File: src/rtl/riscv_chk_pkg.sv
// -----------------------------------------------------------------------------
// riscv_chk_pkg
// Items shared by the end-of-test register checker and the RISCV CPU:
//   - chk_state_e : checker sequencer states (IDLE, RUN, SCAN, DONE)
//   - DEF_XLEN    : default register width
//   - DEF_NREGS   : default number of architectural registers
// -----------------------------------------------------------------------------
package riscv_chk_pkg;

  localparam int DEF_XLEN  = 32;
  localparam int DEF_NREGS = 32;

  typedef enum logic [1:0] {
    IDLE = 2'd0,
    RUN  = 2'd1,
    SCAN = 2'd2,
    DONE = 2'd3
  } chk_state_e;

endpackage

File: src/rtl/chk_exp_image.sv
// -----------------------------------------------------------------------------
// chk_exp_image
// Expected register image: NREGS entries of {care, value}, one write port and
// one asynchronous read port. Only the care bits are reset, so a freshly reset
// image compares nothing.
//   clk, reset          : clock, synchronous active-high reset
//   we, waddr, wdata,
//   wcare               : write strobe/index/value/care (out-of-range dropped)
//   raddr, rdata, rcare : combinational read of value and care bit
// -----------------------------------------------------------------------------
module chk_exp_image
  import riscv_chk_pkg::*;
#(
  parameter int XLEN  = DEF_XLEN,
  parameter int NREGS = DEF_NREGS,
  localparam int AW   = $clog2(NREGS)
) (
  input  logic            clk,
  input  logic            reset,
  input  logic            we,
  input  logic [AW-1:0]   waddr,
  input  logic [XLEN-1:0] wdata,
  input  logic            wcare,
  input  logic [AW-1:0]   raddr,
  output logic [XLEN-1:0] rdata,
  output logic            rcare
);

  localparam logic [AW:0] NREGS_W = (AW + 1)'(NREGS);

  logic [XLEN-1:0] exp_mem [NREGS];
  logic [NREGS-1:0] care;
  logic             addr_ok;

  // Guards non-power-of-two NREGS, where the index field can exceed the array.
  assign addr_ok = ({1'b0, waddr} < NREGS_W);

  // NOTE: the value array has no reset on purpose; clearing the care bits is
  // enough to make stale values harmless, and keeps the array a plain RAM.
  always_ff @(posedge clk) begin
    if (we && addr_ok) exp_mem[waddr] <= wdata;
  end

  // NOTE: sequential state always uses non-blocking assignments so every
  // register samples pre-edge values regardless of statement order.
  always_ff @(posedge clk) begin
    if (reset)                care        <= '0;
    else if (we && addr_ok)   care[waddr] <= wcare;
  end

  assign rdata = exp_mem[raddr];
  assign rcare = care[raddr];

endmodule

File: config.mk
export PLATFORM = sky130hd
export DESIGN_NAME = chk_exp_image
export DESIGN_NICKNAME = d
export VERILOG_FILES = /design/src/rtl/riscv_chk_pkg.sv /design/src/rtl/chk_exp_image.sv
export SDC_FILE = /design/constraint.sdc
export NUM_CORES = 1
export LEC_CHECK = 0
export CELL_PAD_IN_SITES_DETAIL_PLACEMENT = 1
export CELL_PAD_IN_SITES_GLOBAL_PLACEMENT = 1
export CORE_UTILIZATION = 40
export CTS_BUF_LIST = sky130_fd_sc_hd__clkbuf_16
export DETAILED_ROUTE_END_ITERATION = 10
export MAX_ROUTING_LAYER = met4
export PLACE_DENSITY_LB_ADDON = 0.1
export RECOVER_POWER = 100
export SETUP_SLACK_MARGIN = 0.05
export SYNTH_ARGS = -nofsm -noshare
export SYNTH_HDL_FRONTEND = slang
export SYNTH_SLANG_ARGS = --single-unit
File: constraint.sdc
create_clock -name clk -period 5.3 [get_ports clk]
set_clock_uncertainty 0.05 [all_clocks]
set_input_delay 1.06 -clock clk [delete_from_list [all_inputs] [get_ports clk]]
set_output_delay 1.06 -clock clk [all_outputs]
set_load 0.02 [all_outputs]
==> results of run 1 <==
path summary, 6_finish.rpt:
path	end	start	slack, ns	cells past startpoint
max	rdata[14]	raddr[2]	0.17	8
min reg2reg	care[20]	care[20]	0.43	2
max reg2reg	care[16]	care[16]	4.53	2
min	care[20]	care[20]	0.43	2
cell usage after synthesis (all sizes together):
library cell     n  area share, %
nor2b            2          0.030
a21oi          131            1.6
o21ai           32           0.39
a22o            66            1.4
buf             96            1.7
nor2            35           0.32
nand2          134            1.2
dfxtp           32            1.6
nor3            33           0.40
a22oi           99            1.8
nand2b           2          0.030
or2              1          0.015
edfxtp        1024             74
or3              1          0.015
mux2i          528             13
clkbuf          50           0.47
or3b             2          0.042
and2             1          0.015
a31oi           33           0.50
nand3          101            1.2
nand3b           5          0.091
cells in the final DEF, fill, tap and decap left out, types with 33 or more instances in the layout:
master / instances
nand2_1: 133
a22o_1: 66
dlygate4sd3_1: 55
a22oi_1: 99
a21oi_1: 131
clkbuf_16: 115
a31oi_1: 33
edfxtp_1: 1024
buf_4: 34
nor3_1: 33
nand3_1: 101
mux2i_1: 528
cell type report:
cell class | count | area (sq um) | area share [%]
Clock inverter | 91 | 544 | 1.15
Multi-Input combinational cell | 1206 | 9150 | 19.3
Sequential cell | 1056 | 31400 | 66.3
Tap cell | 1368 | 1710 | 3.61
Antenna cell | 2 | 5.00 | 0.0106
Timing Repair Buffer | 178 | 1700 | 3.60
Clock buffer | 115 | 2880 | 6.07
power by group:
part / switching (mW) / internal [mW] / total, mW
Combinational: 0.668 / 0.343 / 1.01
Sequential: 0.0227 / 9.26 / 9.28
Clock: 3.15 / 4.18 / 7.33
kinds of logic (layout without fill, tap and decap cells):
family          count (synthesis)  count (layout)  synth area share [%]
other cells                     0               2                     0
flops                        1056            1056                  76.0
compound gates                361             361                  5.67
buf+inv                       146             384                  2.16
mux                           528             528                  12.8
simple gates                  317             317                  3.40
state kept, by name, summed over array words and instances, names as in the netlist:
signal and flops:
care 32, exp_mem 1024
metal layers:
metal	global-route usage (%)	share of wire [%]	wire length [um]	up-vias
met5	-	0	0	-
met4	6.41	2.3	2750	0
met3	2.82	4.1	4880	148
met2	36.9	48	56400	525
met1	31.9	46	54200	12100
li1	-	-	-	9818
critical path, stage by stage:
cell             delay, ns
dlygate4sd3_1         0.80
nor2b_4               0.29
buf_12                0.35
clkbuf_2              0.42
a21oi_1               0.11
nand3_1               0.10
nand3_1               0.20
clkdlybuf4s50_1       0.62
==> metrics.md, run 1 <==
| Metric | Value |
|---|---|
| Run status | complete, but fails checks |
| Failing checks | max-capacitance violations, max-slew violations |
| Endpoint class of the critical path | primary output |
| Die area | 105000 sq um |
| Remaining Overflow, GRT | 0 |
| Final Core Density | 46.4% |
| DP HPWL | 61900 um |
| Longest Clk Path Bufs | 3 |
| Max Clk Rate | 0.195 GHz |
| Static Leak | 16.4 nW |
| Worst skew pair latency | 0.68 ns |
| Post-place setup slack | 0.401 ns |
| Die Ht | 323 um |
| CTS Root Cell | clkbuf_16 |
| Routed WL | 118000 um |
| Number of remaining DRC errors | 0 |
| RSZ-0062 raised after global routing | false |
| # rows | 117 |
| Clock sink count | 1056 |
| # port buffers | 78 |
| Initial antenna violation count | 3 |
| Cells after Synth | 2408 |
| Syn avg cell area | 17.2 sq um |
| Post-route clock period utilization | 96.8% |
| Wire per inst | 29.5 um |
| CTS buffer count | 112 |
| Worst Setup Start Kind | input pin |
| Setup bufs post-CTS | 0 |
| Core area | 102000 sq um |
| Worst Hold Class | flip-flop to flip-flop |
| Placed cells | 3808 |
| Post-cts sizing count | 0 |
| # setup viols final | 0 |
| Initial DRC Count | 1675 |
| Cell Count, Final, Fillers Out | 4016 |
| GR Util All Layers | 23.3% |
| Fin worst setup slack | 0.170 ns |
| IO Count | 79 |
| Post-route ant nets | 0 |
| CP arrival | 4.02 ns |
| Synth cell types | 27 |
| Worst Tran Pin Value | 2.84 ns |
| Effective utilization at floorplan | 40.5% |
| Max-cap violations | 25 |
| Drt first pass iters | 5 |
| Global-route wire length before repair | 168000 um |
| CTS H-tree depth | 3 |
| Final instance area | 47400 sq um |
| Layout Nets | 2600 |
| Final hold vios | 0 |
| CTS tree | yes |
| Vias in the first global route | 23700 |
| Critical Setup Path Class | input pin to primary output |
| CP Max Fanout | 55 |
| Tmin final | 5.13 ns |
| Max_slew headroom | -90.0% |
| # fillers | 9658 |
| Hold_ws | 0.428 ns |
| Vias per cell | 5.63 |
| Worst-path clk slew | 0.06 ns |
| Critical Path RT | 4.19 ns |
| Sequential cell area fraction in the yosys report | 76.0% |
| Vias | 22600 |
| Final Max Slew Viols | 596 |
| CTS Hold Bufs | 0 |
| Die width | 323 um |
| Syn Std Cell Area | 41300 sq um |
| Share of cells above drive strength 1 | 9.71% |
| Largest net degree at the start of global routing | 56 |
| Synth warn | 0 |
| GP Congestion | 0.758 |
| Setup TNS | 0 ns |
| Register bit total from synthesis | 1056 |
| Post-Syn Nets | 2454 |
| PwrDens | 372 nW/um^2 |
| Area after DPL | 44400 sq um |
| VDD IR max | 0.259 mV |
| Layout area overhead | 14.7% |
| Power Total | 17.6 mW |
Power figures use the tool's default switching activity.
==> run 2, diff against run 1 <==
Settings changed: CORE_UTILIZATION 40 to 28.
==> metrics.md, run 2 (same netlist as run 1, synthesis figures left out) <==
| Metric | Value |
|---|---|
| Setup bufs post-CTS | 0 (unchanged) |
| Longest Clk Path Bufs | 3 (unchanged) |
| Layout area overhead | 17.0% |
| Regs by FF count | exp_mem (1024), care (32) |
| Core area | 146000 sq um (+43%) |
| Post-route ant nets | 0 (unchanged) |
| Area after DPL | 45200 sq um (+1.9%) |
| Crit path largest cell delay | 0.69 ns (-0.11 ns) |
| Static Leak | 16.6 nW (+0.90%) |
| CTS buffer count | 117 (+4.5%) |
| Hold path depth | 2 (unchanged) |
| Critical Setup Path Class | input pin to primary output |
| R2R Setup Slk | 4.55 ns (+0.02 ns) |
| Hold_ws | 0.425 ns (-0.00295 ns) |
| Final Core Density | 33.1% (-13 points) |
| Remaining Overflow, GRT | 0 (unchanged) |
| CTS Hold Bufs | 0 (unchanged) |
| Max Clk Rate | 0.199 GHz (+2.3%) |
| Critical Path RT | 4.19 ns (about the same) |
| Worst-path clk slew | 0.06 ns (about the same) |
| Max FFs per register | 1024 (unchanged) |
| Final Max Slew Viols | 587 (-1.5%) |
| Post-cts sizing count | 0 (unchanged) |
| Worst Setup Start Kind | input pin |
| GR Util All Layers | 17.9% (-5.5 points) |
| Vias per cell | 4.89 (-13%) |
| Max_slew headroom | -90.3% (-0.34 points) |
| Tmin final | 5.02 ns (-0.113 ns) |
| Final instance area | 48300 sq um (+2.0%) |
| Vias in the first global route | 24000 (+1.2%) |
| Wire per inst | 28.2 um (-4.3%) |
| Failing checks | max-capacitance violations, max-slew violations |
| Reg-to-Reg End | care[16] |
| Largest net degree at the start of global routing | 59 (+5.4%) |
| Global-route wire length before repair | 182000 um (+8.4%) |
| Commonest non-fill, non-tap cell in the layout | edfxtp_1 |
| Biggest register | exp_mem |
| Slowest-stage cell, CP | dlygate4sd3_1 |
| Die area | 149000 sq um (+43%) |
| Worst skew pair latency | 0.74 ns (+0.06 ns) |
| Share of cells above drive strength 1 | 9.96% (+0.25 points) |
| Register-to-Register Path Depth | 2 (unchanged) |
| Post-route clock period utilization | 94.6% (-2.1 points) |
| Final hold vios | 0 (unchanged) |
| # setup viols final | 0 (unchanged) |
| GP Congestion | 0.737 (-2.8%) |
| Run status | complete, but fails checks |
| Layout Nets | 2615 (+0.58%) |
| PwrDens | 373 nW/um^2 (+0.40%) |
| DP HPWL | 70500 um (+14%) |
| Vias | 22400 (-0.79%) |
| # port buffers | 78 (unchanged) |
| Drt first pass iters | 5 (unchanged) |
| Effective utilization at floorplan | 28.3% (-12 points) |
| CTS tree | yes |
| Initial DRC Count | 1583 (-5.5%) |
| CTS Root Cell | clkbuf_16 |
| RSZ-0062 raised after global routing | false |
| Placed cells | 4367 (+15%) |
| Setup TNS | 0 ns (unchanged) |
| # rows | 140 (+20%) |
| Worst Hold Launch | care[30] |
| Commonest cells after routing, fill and taps aside | edfxtp_1 (1024), mux2i_1 (528), nand2_1 (133) |
| CTS H-tree depth | 3 (unchanged) |
| Cell Count, Final, Fillers Out | 4589 (+14%) |
| Die Ht | 386 um (+19%) |
| Clock sink count | 1056 (unchanged) |
| Routed WL | 129000 um (+9.3%) |
| Worst-path cell chain | dlygate4sd3_1, nor2b_4, buf_12, buf_12, a22o_1, nor3_1, a31oi_1, nand3_1, dlygate4sd3_1 |
| Reg-to-Reg Start | care[16] |
| Initial antenna violation count | 13 (+10) |
| CP arrival | 3.91 ns (-0.11 ns) |
| WHS Endpoint | care[30] |
| IO Count | 79 (unchanged) |
| Die width | 386 um (+19%) |
| Worst Hold Class | flip-flop to flip-flop |
| Endpoint class of the critical path | primary output |
| Max-cap violations | 31 (+24%) |
| CP Max Fanout | 24 (-56%) |
| Worst Tran Pin Value | 2.85 ns (+0.0156 ns) |
| Number of remaining DRC errors | 0 (unchanged) |
| VDD IR max | 0.281 mV (+8.4%) |
==> run 2: cell types whose count changed in the layout (fill, tap and decap cells not counted), moves of 3 or more <==
cell and change:
buf_4 +5, clkinv_1 +3, dlygate4sd3_1 +6, nor2_1 +4
nor2_4 -4
==> run 2: worst max-delay path, delay by kind of cell <==
family	cells	cell delay (ns)
AND/OR/NAND/NOR	3	0.47
buffers and inverters	4	1.85
AO/OA/AOI/OAI	2	0.47
==> run 2: cell type report <==
class,count,area (sq um)
multi-input combinational,1206,9120
timing repair buffer,188,1800
antenna,2,5.00
fill,14800,97700
clock inverter,103,703
clock buffer,117,2930
tap,1917,2400
sequential,1056,31400
==> run 2: how the worst max path moves through the flow <==
stage             start  depth (start not counted)              to  slack, ns
6_report       raddr[1]                          9        rdata[6]       0.28
5_1_grt              we                          4  exp_mem[25][8]       0.16
4_1_cts        raddr[2]                          8       rdata[31]       0.45
3_5_place_dp   raddr[1]                          8       rdata[30]       0.46
3_3_place_gp   raddr[1]                          8       rdata[30]       0.47
2_1_floorplan  waddr[1]                          4  exp_mem[24][0]       1.71
==> run 2: per-stage QoR <==
stage	worst slack (ns)	total power, mW
after CTS	0.446	18.4
after detailed placement	0.459	10.6
final	0.284	18.1
after global placement	0.466	10.5
after floorplan	1.71	10.0
after global routing	0.162	18.7
==> run 2: report_power, final <==
| group | total, mW | switching (mW) | internal, mW | leakage (nW) |
|---|---|---|---|---|
| Sequential | 9.28 | 0.0221 | 9.26 | 9.48 |
| Combinational | 1.04 | 0.687 | 0.349 | 5.17 |
| Clock | 7.74 | 3.36 | 4.38 | 1.93 |
| Total | 18.1 | 4.07 | 14.0 | 16.6 |
==> run 2: routing by layer <==
| layer | track usage [%] | vias up | share of wire, % | wire (um) |
|---|---|---|---|---|
| met5 | - | - | 0 | 0 |
| met1 | 24.6 | 12000 | 48 | 61600 |
| li1 | - | 9852 | - | - |
| met2 | 28.0 | 429 | 47 | 60700 |
| met4 | 4.34 | 0 | 1.7 | 2200 |
| met3 | 2.33 | 138 | 3.7 | 4800 |
==> RTL edit (flow settings as in run 1) <==
The package constant `DEF_XLEN` goes from 32 to 24.
--- a/src/rtl/riscv_chk_pkg.sv
+++ b/src/rtl/riscv_chk_pkg.sv
@@ -9,3 +9,3 @@
 
-  localparam int DEF_XLEN  = 32;
+  localparam int DEF_XLEN  = 24;
   localparam int DEF_NREGS = 32;
Ports: changed (resized rdata and wdata); port bits go from 79 to 63. The function was not compared with the original's and may differ.
==> RTL edit against run 1 <==
The flow still finishes with violations (capacitance limit, slew limit); first-iteration DRC count fell by 18%; critical endpoint is now exp_mem[12][20]; total power shrank 23%; worst setup slack improved by 0.070 ns; core utilization barely moved; non-clock buffer count is 27 lower; sequential share of layout area down 0.60 points; via count fell by 24%; sequential cell count down 256; sequential power shrank 24%; largest power group unchanged; critical path type is now input port to flip-flop; final area shrank 24%; synthesized area fell by 24%; wire length down 25%.
==> RTL edit: results (changes against run 1) <==
<table>
<tr><th>Metric</th><th>Value</th></tr>
<tr><th colspan="2">Status</th></tr>
<tr><td>Outcome</td><td>finished, violations left (unchanged)</td></tr>
<tr><td>Failing checks</td><td>capacitance limit, slew limit (unchanged)</td></tr>
<tr><th colspan="2">Power</th></tr>
<tr><td>Worst IR drop on VDD</td><td>0.245 mV (was 0.259 mV)</td></tr>
<tr><td>Cell leakage power</td><td>12.5 nW (was 16.4 nW)</td></tr>
<tr><th colspan="2">Placed design</th></tr>
<tr><td>Area after detailed placement</td><td>0.0339 sq mm (was 0.0444 sq mm)</td></tr>
<tr><td>Placer's final routability congestion estimate</td><td>0.768 (was 0.758)</td></tr>
<tr><th colspan="2">Finish</th></tr>
<tr><td>Final nets</td><td>2027 (was 2600)</td></tr>
<tr><td>Fraction of layout cells with a size suffix above 1</td><td>8.40% (was 9.71%)</td></tr>
<tr><th colspan="2">Setup path</th></tr>
<tr><td>Crit Reg-Reg Endpoint</td><td>care[22] (was care[16])</td></tr>
<tr><td>Slack of the worst reg-to-reg path</td><td>4.54 ns (was 4.53 ns)</td></tr>
<tr><td>Launch point of the worst reg-to-reg path</td><td>care[22] (was care[16])</td></tr>
<tr><th colspan="2">Timing</th></tr>
<tr><td>Tightest Pin Transition</td><td>2.80 ns (was 2.84 ns)</td></tr>
<tr><td>Max Slew Vio Count</td><td>619 (was 596)</td></tr>
<tr><th colspan="2">Yosys</th></tr>
<tr><td>Seq/Total Area, Yosys</td><td>75.3% (was 76.0%)</td></tr>
<tr><th colspan="2">Flow run</th></tr>
<tr><td>Count of max-cap constraint violations</td><td>42 (was 25)</td></tr>
<tr><th colspan="2">Routing</th></tr>
<tr><td>DRC marker count from the first detailed-route iteration</td><td>1369 (was 1675)</td></tr>
<tr><td>Router iterations before antenna repair</td><td>7 (was 5)</td></tr>
<tr><th colspan="2">Global route</th></tr>
<tr><td>Number of global-route vias before repair</td><td>17800 (was 23700)</td></tr>
<tr><td>Global-route usage over all layers</td><td>23.0% (was 23.3%)</td></tr>
<tr><th colspan="2">Min path</th></tr>
<tr><td>Hold Crit Start</td><td>care[27] (was care[20])</td></tr>
</table>
[RTL edit: cell types whose count changed after synthesis, moves of 9 or more]
| cell | before | now |
|---|---|---|
| sky130_fd_sc_hd__a21oi_1 | 131 | 107 |
| sky130_fd_sc_hd__a22o_1 | 66 | 50 |
| sky130_fd_sc_hd__a22oi_1 | 99 | 75 |
| sky130_fd_sc_hd__buf_1 | 15 | 2 |
| sky130_fd_sc_hd__buf_2 | 34 | 25 |
| sky130_fd_sc_hd__clkbuf_1 | 48 | 36 |
| sky130_fd_sc_hd__edfxtp_1 | 1024 | 768 |
| sky130_fd_sc_hd__mux2i_1 | 528 | 400 |
| sky130_fd_sc_hd__nand2_1 | 134 | 110 |
| sky130_fd_sc_hd__nand3_1 | 101 | 77 |
[RTL edit: layout make-up]
type	instances	share of cell area, %
clock buffers	88	6.10
clock inverters	70	1.24
flip-flops and latches	800	65.7
well taps	1040	3.60
diodes	3	0.0208
repair buffers	151	3.86
multi-input cells	950	19.5
[RTL edit: cells by family (layout without fill, tap and decap cells)]
group / after synthesis / count (layout) / share of synthesized area (%)
DFF: 800 / 800 / 75.3
other: 0 / 3 / 0
AOI/OAI and AO/OA: 289 / 289 / 5.88
muxes: 400 / 400 / 12.7
buffers and inverters: 112 / 309 / 2.46
and+or+nand+nor: 261 / 261 / 3.69
[RTL edit: stage by stage]
| stage | std cells | hold slack [ns] | setup slack, ns | util [%] |
|---|---|---|---|---|
| floorplan | 1862 | 0.397 | 1.96 | - |
| global placement | 2941 | 0.411 | 0.402 | 43.6 |
| detailed placement | 2941 | 0.420 | 0.391 | 43.6 |
| CTS | 3099 | 0.428 | 0.383 | 47.0 |
| global route | 3100 | 0.441 | 0.173 | 46.4 |
| finish | 3102 | 0.429 | 0.240 | 46.5 |
[RTL edit: routing by layer]
metal / share of wire [%] / up-vias / global-route usage [%]
met3: 4.4 / 126 / 3.23
met5: 0 / - / -
li1: - / 7587 / -
met2: 46 / 424 / 35.2
met1: 47 / 9036 / 32.3
met4: 2.3 / 0 / 6.10
[RTL edit: critical path, cell delays in order]
cell and delay [ns]:
sky130_fd_sc_hd__dlygate4sd3_1 0.58, sky130_fd_sc_hd__or3b_1 0.39, sky130_fd_sc_hd__clkbuf_1 0.45, sky130_fd_sc_hd__nor2_1 1.48
sky130_fd_sc_hd__clkbuf_1 1.25
[RTL edit: report_power, final]
part | internal, mW | switching [mW] | total, mW
sequential | 7.01 | 0.0172 | 7.02
clock | 3.24 | 2.44 | 5.68
combinational | 0.271 | 0.518 | 0.789
total | 10.5 | 2.97 | 13.5
